## config.mk

```make
export PLATFORM = sky130hd
export DESIGN_NAME = vga_sync
export DESIGN_NICKNAME = d
export VERILOG_FILES = /design/src/rtl/vga_timing_pkg.sv /design/src/rtl/pixel_tick_div.sv /design/src/rtl/vga_sync.sv
export SDC_FILE = /design/constraint.sdc
export NUM_CORES = 1
export LEC_CHECK = 0
export CAP_MARGIN = 5
export CORE_MARGIN = 4
export CORE_UTILIZATION = 53
export DETAILED_ROUTE_END_ITERATION = 8
export GPL_ROUTABILITY_DRIVEN = 0
export GPL_TIMING_DRIVEN = 0
export PLACE_DENSITY = 0.83
export SLEW_MARGIN = 15
export SYNTH_ARGS = -nofsm -noshare
export SYNTH_HDL_FRONTEND = slang
export SYNTH_SLANG_ARGS = --single-unit
```

## constraint.sdc

```tcl
create_clock -name clk -period 3.1 [get_ports clk]
set_input_delay 0.465 -clock clk [delete_from_list [all_inputs] [get_ports clk]]
set_output_delay 0.465 -clock clk [all_outputs]
set_load 0.01 [all_outputs]
```

## src/rtl/vga_timing_pkg.sv

```systemverilog
// VGA 640x480@60 Hz timing constants and the shared 10-bit coordinate type.
package vga_timing_pkg;

  localparam int unsigned COORD_W = 10;

  // 640x480 defaults, in pixels (horizontal) and lines (vertical)
  localparam int unsigned VGA_HD      = 640;
  localparam int unsigned VGA_HF      = 16;
  localparam int unsigned VGA_HR      = 96;
  localparam int unsigned VGA_HB      = 48;
  localparam int unsigned VGA_VD      = 480;
  localparam int unsigned VGA_VF      = 10;
  localparam int unsigned VGA_VR      = 2;
  localparam int unsigned VGA_VB      = 33;
  localparam int unsigned VGA_CLK_DIV = 4;

  localparam int unsigned VGA_H_TOTAL = VGA_HD + VGA_HF + VGA_HR + VGA_HB;
  localparam int unsigned VGA_V_TOTAL = VGA_VD + VGA_VF + VGA_VR + VGA_VB;

  // Screen coordinate, also used by the pixel generator for object bounds
  typedef logic [COORD_W-1:0] coord_t;

  // Inclusive range test on a coordinate
  function automatic logic in_range(coord_t v, coord_t lo, coord_t hi);
    return (v >= lo) && (v <= hi);
  endfunction

endpackage

```

## src/rtl/pixel_tick_div.sv

```systemverilog
// Mod-CLK_DIV clock divider producing a one-clk pixel-rate enable.
module pixel_tick_div
  import vga_timing_pkg::*;
#(
  parameter int unsigned CLK_DIV = VGA_CLK_DIV
) (
  input  logic clk,
  input  logic rst,
  output logic p_tick
);

  localparam int unsigned DIV_W = (CLK_DIV > 1) ? $clog2(CLK_DIV) : 1;

  if (CLK_DIV == 0) begin : g_div_err
    $error("pixel_tick_div: CLK_DIV must be at least 1");
  end

  logic [DIV_W-1:0] r_div_cnt;
  logic             w_last;

  assign w_last = (r_div_cnt == DIV_W'(CLK_DIV - 1));

  // Divider counter, wraps at CLK_DIV-1
  always_ff @(posedge clk or posedge rst) begin
    if (rst) begin
      r_div_cnt <= '0;
    end else if (w_last) begin
      r_div_cnt <= '0;
    end else begin
      r_div_cnt <= r_div_cnt + DIV_W'(1);
    end
  end

  // Gated by reset so CLK_DIV = 1 still reads 0 while reset is held
  assign p_tick = w_last & ~rst;

endmodule

```

## src/rtl/vga_sync.sv

```systemverilog
// VGA sync generator: pixel counters, hsync/vsync, video_on, frame_tick.
// Build option VGA_SYNC_OUTREG_EN: hsync/vsync/video_on from flip-flops
// loaded with the decode of the next counter values (same cycle timing).
module vga_sync
  import vga_timing_pkg::*;
#(
  parameter int unsigned HD      = VGA_HD,
  parameter int unsigned HF      = VGA_HF,
  parameter int unsigned HR      = VGA_HR,
  parameter int unsigned HB      = VGA_HB,
  parameter int unsigned VD      = VGA_VD,
  parameter int unsigned VF      = VGA_VF,
  parameter int unsigned VR      = VGA_VR,
  parameter int unsigned VB      = VGA_VB,
  parameter int unsigned CLK_DIV = VGA_CLK_DIV
) (
  input  logic               clk,
  input  logic               rst,
  output logic               hsync,
  output logic               vsync,
  output logic               video_on,
  output logic               p_tick,
  output logic               frame_tick,
  output logic [COORD_W-1:0] pixel_x,
  output logic [COORD_W-1:0] pixel_y
);

  localparam int unsigned H_TOTAL = HD + HF + HR + HB;
  localparam int unsigned V_TOTAL = VD + VF + VR + VB;

  if ((H_TOTAL > (1 << COORD_W)) || (V_TOTAL > (1 << COORD_W))) begin : g_size_err
    $error("vga_sync: H_TOTAL/V_TOTAL do not fit the coordinate width");
  end

  coord_t r_h_cnt;
  coord_t r_v_cnt;
  coord_t w_h_next;
  coord_t w_v_next;
  logic   w_p_tick;
  logic   w_h_last;
  logic   w_v_last;

  function automatic logic hsync_dec(coord_t h);
    return !in_range(h, COORD_W'(HD + HF), COORD_W'(HD + HF + HR - 1));
  endfunction

  function automatic logic vsync_dec(coord_t v);
    return !in_range(v, COORD_W'(VD + VF), COORD_W'(VD + VF + VR - 1));
  endfunction

  function automatic logic video_dec(coord_t h, coord_t v);
    return (h < COORD_W'(HD)) && (v < COORD_W'(VD));
  endfunction

  pixel_tick_div #(
    .CLK_DIV (CLK_DIV)
  ) u_tick_div (
    .clk    (clk),
    .rst    (rst),
    .p_tick (w_p_tick)
  );

  assign w_h_last = (r_h_cnt == COORD_W'(H_TOTAL - 1));
  assign w_v_last = (r_v_cnt == COORD_W'(V_TOTAL - 1));
  assign w_h_next = w_h_last ? '0 : r_h_cnt + COORD_W'(1);
  assign w_v_next = !w_h_last ? r_v_cnt :
                    (w_v_last ? '0 : r_v_cnt + COORD_W'(1));

  // Pixel/line counters advance only on the pixel enable
  always_ff @(posedge clk or posedge rst) begin
    if (rst) begin
      r_h_cnt <= '0;
      r_v_cnt <= '0;
    end else if (w_p_tick) begin
      r_h_cnt <= w_h_next;
      r_v_cnt <= w_v_next;
    end
  end

`ifdef VGA_SYNC_OUTREG_EN
  logic r_hsync;
  logic r_vsync;
  logic r_video_on;

  // Registered decode of the next position keeps timing aligned with the counters
  always_ff @(posedge clk or posedge rst) begin
    if (rst) begin
      r_hsync    <= 1'b1;
      r_vsync    <= 1'b1;
      r_video_on <= 1'b1;
    end else if (w_p_tick) begin
      r_hsync    <= hsync_dec(w_h_next);
      r_vsync    <= vsync_dec(w_v_next);
      r_video_on <= video_dec(w_h_next, w_v_next);
    end
  end

  assign hsync    = r_hsync;
  assign vsync    = r_vsync;
  assign video_on = r_video_on;
`else
  assign hsync    = hsync_dec(r_h_cnt);
  assign vsync    = vsync_dec(r_v_cnt);
  assign video_on = video_dec(r_h_cnt, r_v_cnt);
`endif

  assign p_tick     = w_p_tick;
  assign frame_tick = w_p_tick & w_h_last & w_v_last;
  assign pixel_x    = r_h_cnt;
  assign pixel_y    = r_v_cnt;

endmodule

```

* Yosys cells after proc, flatten, opt, wreduce, memory -nomap -nowiden
Cells that the tools add are included.
Cells by class: $add $sub $neg 3, $lt $le $gt $ge 6, equality and inequality tests 3, muxes and demuxes 3, bitwise logic cells 4, reductions and logical operators 6
Operators with widths (number):
- adder 10 x 1 -> 10 bit, second input constant | 2
- == test 10 bit, second input constant | 2
- two-way mux 10 bit | 2
- >= comparator 10 bit, second input constant | 1
- >= comparator 10 x 9 -> 1 bit, second input constant | 1
- less-or-equal comparator 10 bit, second input constant | 1
- less-or-equal comparator 10 x 9 -> 1 bit, second input constant | 1
- < comparator 10 bit, second input constant | 1
- < comparator 10 x 9 -> 1 bit, second input constant | 1
- AND 1 bit | 3
- logical AND 1 bit | 3
- adder 2 x 1 -> 2 bit, second input constant | 1
- == test 2 bit, second input constant | 1
- zero test 1 bit | 2
- two-way mux 2 bit | 1
- AND reduction 2 bit | 1
- NOT 1 bit | 1
Storage, ports and cells: bits in registers 22, input bits 2, output and inout port bits 25, logic and storage cells 28

* Depth between registers and ports, before layout
Gate-level depths: netlist (run 1).
depth in word-level cells 4, depth in mapped cells 7, gate-level depth less buffers 6

* By module
Synthesis (run 1) repeated with hierarchy kept, for this count alone.
Unflattened totals: cell total of the unflattened synthesis 112, area total of the unflattened synthesis 1177.4 µm²
By module, submodules not included:
- vga_sync | times used 1, cells an instance 106, area each 1093.5 µm²
- pixel_tick_div | times used 1, cells an instance 6, area each 83.8 µm²

* Worst setup path after synthesis (run 1)
Ideal clock, no wire load.
path kind register to output, start point register r_v_cnt[0], in the netlist pixel_y[0], end point output port frame_tick, data arrival time 1326 ps, data required time 2635 ps, setup slack 1309 ps, stages on the path, launching flop included 6, buffers on the path 0, cell sequence dfrtp_1 > inv_1 > ha_1 > nor3b_1 > nand3_1 > nor2_1
On the way: longest elaborated chain between the ends 2
RTL lines:
- from (decl) | RTL line vga_sync.sv:36 | coord_t r_v_cnt;
- from (signal assigned) | RTL line vga_sync.sv:76 | r_v_cnt <= w_v_next;
- == test 10 bit | RTL line vga_sync.sv:64 | assign w_v_last = (r_v_cnt == COORD_W'(V_TOTAL - 1));
- AND 1 bit | RTL line vga_sync.sv:108 | assign frame_tick = w_p_tick & w_h_last & w_v_last;
- to (decl) | RTL line vga_sync.sv:23 | output logic frame_tick,
Every way passes these cells.

* Worst setup path in the final report (run 1)
Ends and elaborated chain as after synthesis.

==> results.toml, run 1 <==
[pwr]
p_int_mw = 0.4176
powerDensity_mw_per_mm2 = 377.7
peakVddDrop_uv = 353.2
p_leak_nw = 0.6502
power.switching_mw = 0.1627
comb_power_share_pct = 19.1
power_mw = 0.5803
pwr-share-seq_pct = 59.3
clkPwrFrac_pct = 21.6
p_sw_share_pct = 28.04

[clocking]
cts_setup_buffers = 0
cts.sinks = 22
cts_tree = "built"
holdBufCountCts = 0
cts-root-buf = "clkbuf_4"
clk_pin_slew_worst_paths_ns = 0.12
cts_max_level = 1
clk_path_buf_depth = 2
worstSkewPairLatency_ns = 0.30
numCtsBuffers = 3
cts_resized = 0

[layout]
final_layout_size_suffix_gt1_share_pct = 7.285
fillCellCount = 161
syn_to_final_growth_pct = 26.08
nets = 161
antenna_cells = 0
fin_util_pct = 70.13

[timing]
final.setup.tns_ns = 0
slew_headroom_pct = 43.04
min_period_ns = 2.791
holdWs_ns = 0.4498
hold_viol_final = 0
setup_viol = 0
rsz0062_at_grt = "no"
fin_ws_ns = 0.3089
timing.fmax_ghz = 0.3583
slew_violations = 0
timing.final.crit_share_pct = 90.04
skew_ns = 0.006768
tightest_slew_ns = 0.8534

[route]
drt_iter0_drc = 24
post_drt_wl_per_cell_um = 14.23
vias = 1029
first_pass_iters = 4
drtAntennaViolNets = 0
drc = 0
wl_um = 2547
viasPerCell = 5.749

[hold_path]
hp-start = "u_tick_div.r_div_cnt[0]$_DFF_PP0_"
min_path_cells = 1
hp-class = "flop to flop"

[floorplanning]
rows = 17
die_w_um = 55.95
design.core.area_mm2 = 0.002191
num_io_pins = 27
initial_core_util_pct = 55.63
die_area_mm2 = 0.003130
fp.dieH_um = 55.95

[logic_synthesis]
syn_inst = 122
synth_top_family_by_area = "simple AND/OR/NAND/NOR gates"
synthSimpleGateAreaFrac_pct = 26.49
synth_compound_area_share_pct = 12.22
async_flop_share_pct = 100.0
yosysWarnings = 0
synth_edf_count = 0
syn-cell-area_mm2 = 0.001219
synth_fp_nets = 130
synth-xor-area-share_pct = 6.468
ys_types = 39
ys.flop_type = "dfrtp_1"
ys_seq_elements = 22
synthMuxAreaShare_pct = 0
syn_area_per_cell_um2 = 9.989
synthAdderAreaFrac_pct = 6.160
synth_seq_area_share_pct = 45.17

[grt]
grt_overflow = 0
first_global_vias = 985
grt_usage_pct = 16.86
antenna_found_initial = 0
grt_max_degree = 23
grt_pass1_wl_um = 4305

[critical_path]
cp-end-kind = "output port"
r2r_start = "pixel_y[0]$_DFFE_PP0P_"
cp_max_fo = 7
start_kind = "flop"
r2r_slack_ns = 1.23
worstSetupStartpoint = "pixel_y[0]$_DFFE_PP0P_"
rr_worst_depth = 6
crit_required_ns = 2.63
setup.worst_path.class = "flop to output port"
arrival_ns = 2.33

[status]
outcome = "completed"

[job]
cap_viol_max_count = 0

[place]
dp_worst_setup_slack_ns = 0.3990
portBuffers = 26
dp_hpwl_um = 1901
[cells in the final DEF, fill, tap and decap left out, types with 2 or more instances in the layout]
master,synthesis,final
and3_1,2,2
clkbuf_4,0,3
nor3b_1,2,2
and2_1,2,2
nand3_1,2,2
xnor2_1,4,4
nand4_1,8,8
o31ai_1,2,2
clkdlybuf4s50_1,0,26
ha_1,6,6
nand4b_1,2,2
nand2_1,12,12
a22o_1,2,2
inv_1,6,6
xor2_1,5,5
o211ai_1,2,2
o21ai_0,4,4
and4_1,2,2
nor2_1,13,13
dfrtp_1,22,22
o21ai_1,4,4
[cells in the mapped netlist, types with 4 or more instances]
library cell / n / area share (%)
xor2_1: 5 / 3.6
o21ai_0: 4 / 1.6
inv_1: 6 / 1.8
nand4_1: 8 / 4.1
o21ai_1: 4 / 1.6
nor2_1: 13 / 4.0
dfrtp_1: 22 / 45
nand2_1: 12 / 3.7
xnor2_1: 4 / 2.9
ha_1: 6 / 6.2
[worst max-delay path: stages (launching register included)]
cell and delay (ns):
dfrtp_1 0.47, inv_1 0.11, ha_1 0.16, nor3b_1 0.31
nand3_1 0.27, nor2_1 0.16, clkdlybuf4s50_1 0.55
[metrics by stage]
step | instances | area (um2)
after floorplan | 122 | 1219
after detailed placement | 176 | 1514
after global placement | 176 | 1514
after CTS | 179 | 1536
final | 179 | 1536
after global routing | 179 | 1536
[state kept, by name (all words and copies together) (netlist names)]
| register | cells |
|---|---|
| pixel_x | 10 |
| pixel_y | 10 |
| u_tick_div.r_div_cnt | 2 |
[cell type report]
cell class	count	area, um2	share of cell area [%]
multi-input combinational	91	625.6	40.72
sequential	22	550.5	35.83
timing repair buffer	26	260.3	16.94
tap	28	35.03	2.280
clock buffer	3	22.52	1.466
inverter	6	22.52	1.466
buffer	3	20.02	1.303
[logic make-up (layout without fill, tap and decap cells)]
logic type / count (synthesis) / in the layout
AND/OR/NAND/NOR: 54 / 54
adder cells (fa/ha/maj): 6 / 6
AO/OA/AOI/OAI: 22 / 22
buffers and inverters: 9 / 38
flip-flops: 22 / 22
XOR/XNOR: 9 / 9
[power by group through the flow]
stage               Combinational, mW  Clock (mW)  Sequential, mW
floorplan                      0.0413           0           0.354
global placement                0.108           0           0.349
detailed placement              0.111           0           0.349
CTS                             0.112       0.129           0.344
global route                    0.121       0.142           0.350
finish                          0.111       0.125           0.344
[layer usage]
layer	GRT usage [%]	wire length (um)	vias up
met5	0	0	-
met4	5.763	18	0
met3	2.320	118	2
met2	29.05	1269	29
met1	21.68	1140	503
li1	-	-	495
[final timing paths]
path,to
max,frame_tick
min,u_tick_div.r_div_cnt[0]$_DFF_PP0_
max reg2reg,pixel_y[3]$_DFFE_PP0P_
min reg2reg,u_tick_div.r_div_cnt[0]$_DFF_PP0_
max in group asynchronous,pixel_x[7]$_DFFE_PP0N_
min in group asynchronous,pixel_x[2]$_DFFE_PP0N_
No activity file was read; power rests on OpenSTA's default activity.
==> run 2, diff against run 1 <==
Settings changed: CORE_UTILIZATION 53 to 49, GPL_TIMING_DRIVEN 0 to default, PLACE_DENSITY 0.83 to 0.78.
Clock period 3.1 ns to 2.7 ns, I/O delays scaled along.
==> results.toml, run 2 (synthesis results as in run 1) <==
[floorplanning]
num_io_pins = 27
design.core.area_mm2 = 0.002297
die_w_um = 57.87
initial_core_util_pct = 53.05
rows = 17
fp.dieH_um = 57.87
die_area_mm2 = 0.003349

[clocking]
worstSkewPairLatency_ns = 0.30
cts_tree = "built"
clk_pin_slew_worst_paths_ns = 0.12
cts_max_level = 1
holdBufCountCts = 0
cts.sinks = 22
clk_path_buf_depth = 2
cts-root-buf = "clkbuf_4"
numCtsBuffers = 3

[grt]
grt_pass1_wl_um = 4616
grt_usage_pct = 17.78
first_global_vias = 1006
grt_max_degree = 23
grt_overflow = 0
antenna_found_initial = 0

[timing]
final.setup.tns_ns = 0
timing.fmax_ghz = 0.3892
slew_headroom_pct = 45.28
tightest_slew_ns = 0.8198
min_period_ns = 2.569
holdWs_ns = 0.4399
skew_ns = 0.004971
fin_ws_ns = 0.1306
hold_viol_final = 0
timing.final.crit_share_pct = 95.16
setup_viol = 0
slew_violations = 0
rsz0062_at_grt = "no"

[route]
drt_iter0_drc = 39
first_pass_iters = 6
wl_um = 2746
drtAntennaViolNets = 0
post_drt_wl_per_cell_um = 15.43
viasPerCell = 5.921
vias = 1054
drc = 0

[pwr]
powerDensity_mw_per_mm2 = 431.9
peakVddDrop_uv = 333.1
p_leak_nw = 0.6477

[job]
cap_viol_max_count = 0

[hold_path]
hp-class = "flop to flop"

[layout]
nets = 160
final_common_cell = "clkdlybuf4s50_1"
seq_area_um2 = 551.8
fillCellCount = 202
final_cell_mix = "26 x clkdlybuf4s50_1, 21 x dfrtp_1, 13 x nor2_1"
antenna_cells = 0
multi_input_area_um2 = 635.6
syn_to_final_growth_pct = 26.59
final_layout_size_suffix_gt1_share_pct = 9.333

[place]
portBuffers = 26
dp_hpwl_um = 2049
dp_worst_setup_slack_ns = 0.2054

[critical_path]
start_kind = "flop"
path_cells = "inv_1 -> ha_1 -> nor3b_2 -> nand3_2 -> nor2_1 -> clkdlybuf4s50_1"
cp-end-kind = "output port"
cpPeakStageDelay_ns = 0.55
crit_required_ns = 2.30
worst_path_dominant_cell_family = "buffers and inverters"
setup.worst_path.class = "flop to output port"
cp_max_fo = 7
r2r_slack_ns = 0.81
arrival_ns = 2.16
crit_path_top_delay_cell = "clkdlybuf4s50_1"
path_buf_inv = 2

[status]
outcome = "completed"
-- run 2: worst register-to-register path: cells and delay by family, from the launching register on --
kind	cells	cell delay, ns
and+or+nand+nor	2	0.73
DFF	1	0.43
AOI/OAI and AO/OA	2	0.36
adders and majority gates	1	0.26
-- run 2: metal layers --
metal	up-vias	wire length [um]	track usage, %
met1	509	1157	22.97
met5	-	0	0
met2	51	1331	28.87
li1	490	-	-
met4	0	34	7.616
met3	4	221	3.563
-- run 2: final cells by class --
cell class	count	share of cell area (%)
clock buffers	3	1.460
inverters	6	1.460
flip-flops and latches	22	35.77
well taps	28	2.271
multi-input cells	91	41.20
repair buffers	28	17.84
-- run 2: path summary, 6_finish.rpt --
path / depth (start not counted) / from / to
worst min-delay path: 1 / u_tick_div.r_div_cnt[0]$_DFF_PP0_ / u_tick_div.r_div_cnt[0]$_DFF_PP0_
worst max register to register: 5 / pixel_x[1]$_DFFE_PP0N_ / pixel_y[9]$_DFFE_PP0P_
max in group asynchronous: 2 / rst / pixel_y[0]$_DFFE_PP0P_
worst min register to register: 1 / u_tick_div.r_div_cnt[0]$_DFF_PP0_ / u_tick_div.r_div_cnt[0]$_DFF_PP0_
worst max-delay path: 6 / pixel_y[0]$_DFFE_PP0P_ / frame_tick
min in group asynchronous: 2 / rst / u_tick_div.r_div_cnt[1]$_DFF_PP0_
-- run 2: through the flow --
stage	area, um2	cells	utilization [%]	power (mW)
final	1543	178	67.16	0.6664
after global placement	1509	175	65.69	0.5230
after CTS	1541	178	67.10	0.6747
after global routing	1543	178	67.16	0.7084
after floorplan	1219	122	-	0.4541
after detailed placement	1509	175	65.69	0.5284
-- run 2: report_power, final --
| part | internal [mW] | switching (mW) |
|---|---|---|
| logic | 0.0717 | 0.0552 |
| registers | 0.356 | 0.0377 |
| clock network | 0.0521 | 0.0937 |
| total | 0.480 | 0.187 |
-- run 2: what timing repair did --
item,CTS,global route
pin swaps,1,0
endpoints found under the setup margin,1,1
cloned,0,0
setup buffers,0,0
resized for setup,2,1
==> run 3, diff against run 2 <==
Settings changed: HOLD_SLACK_MARGIN from default to 0.12.
==> results of run 3 <==
No change in the layout: final DEF, timing and power equal those of run 2.
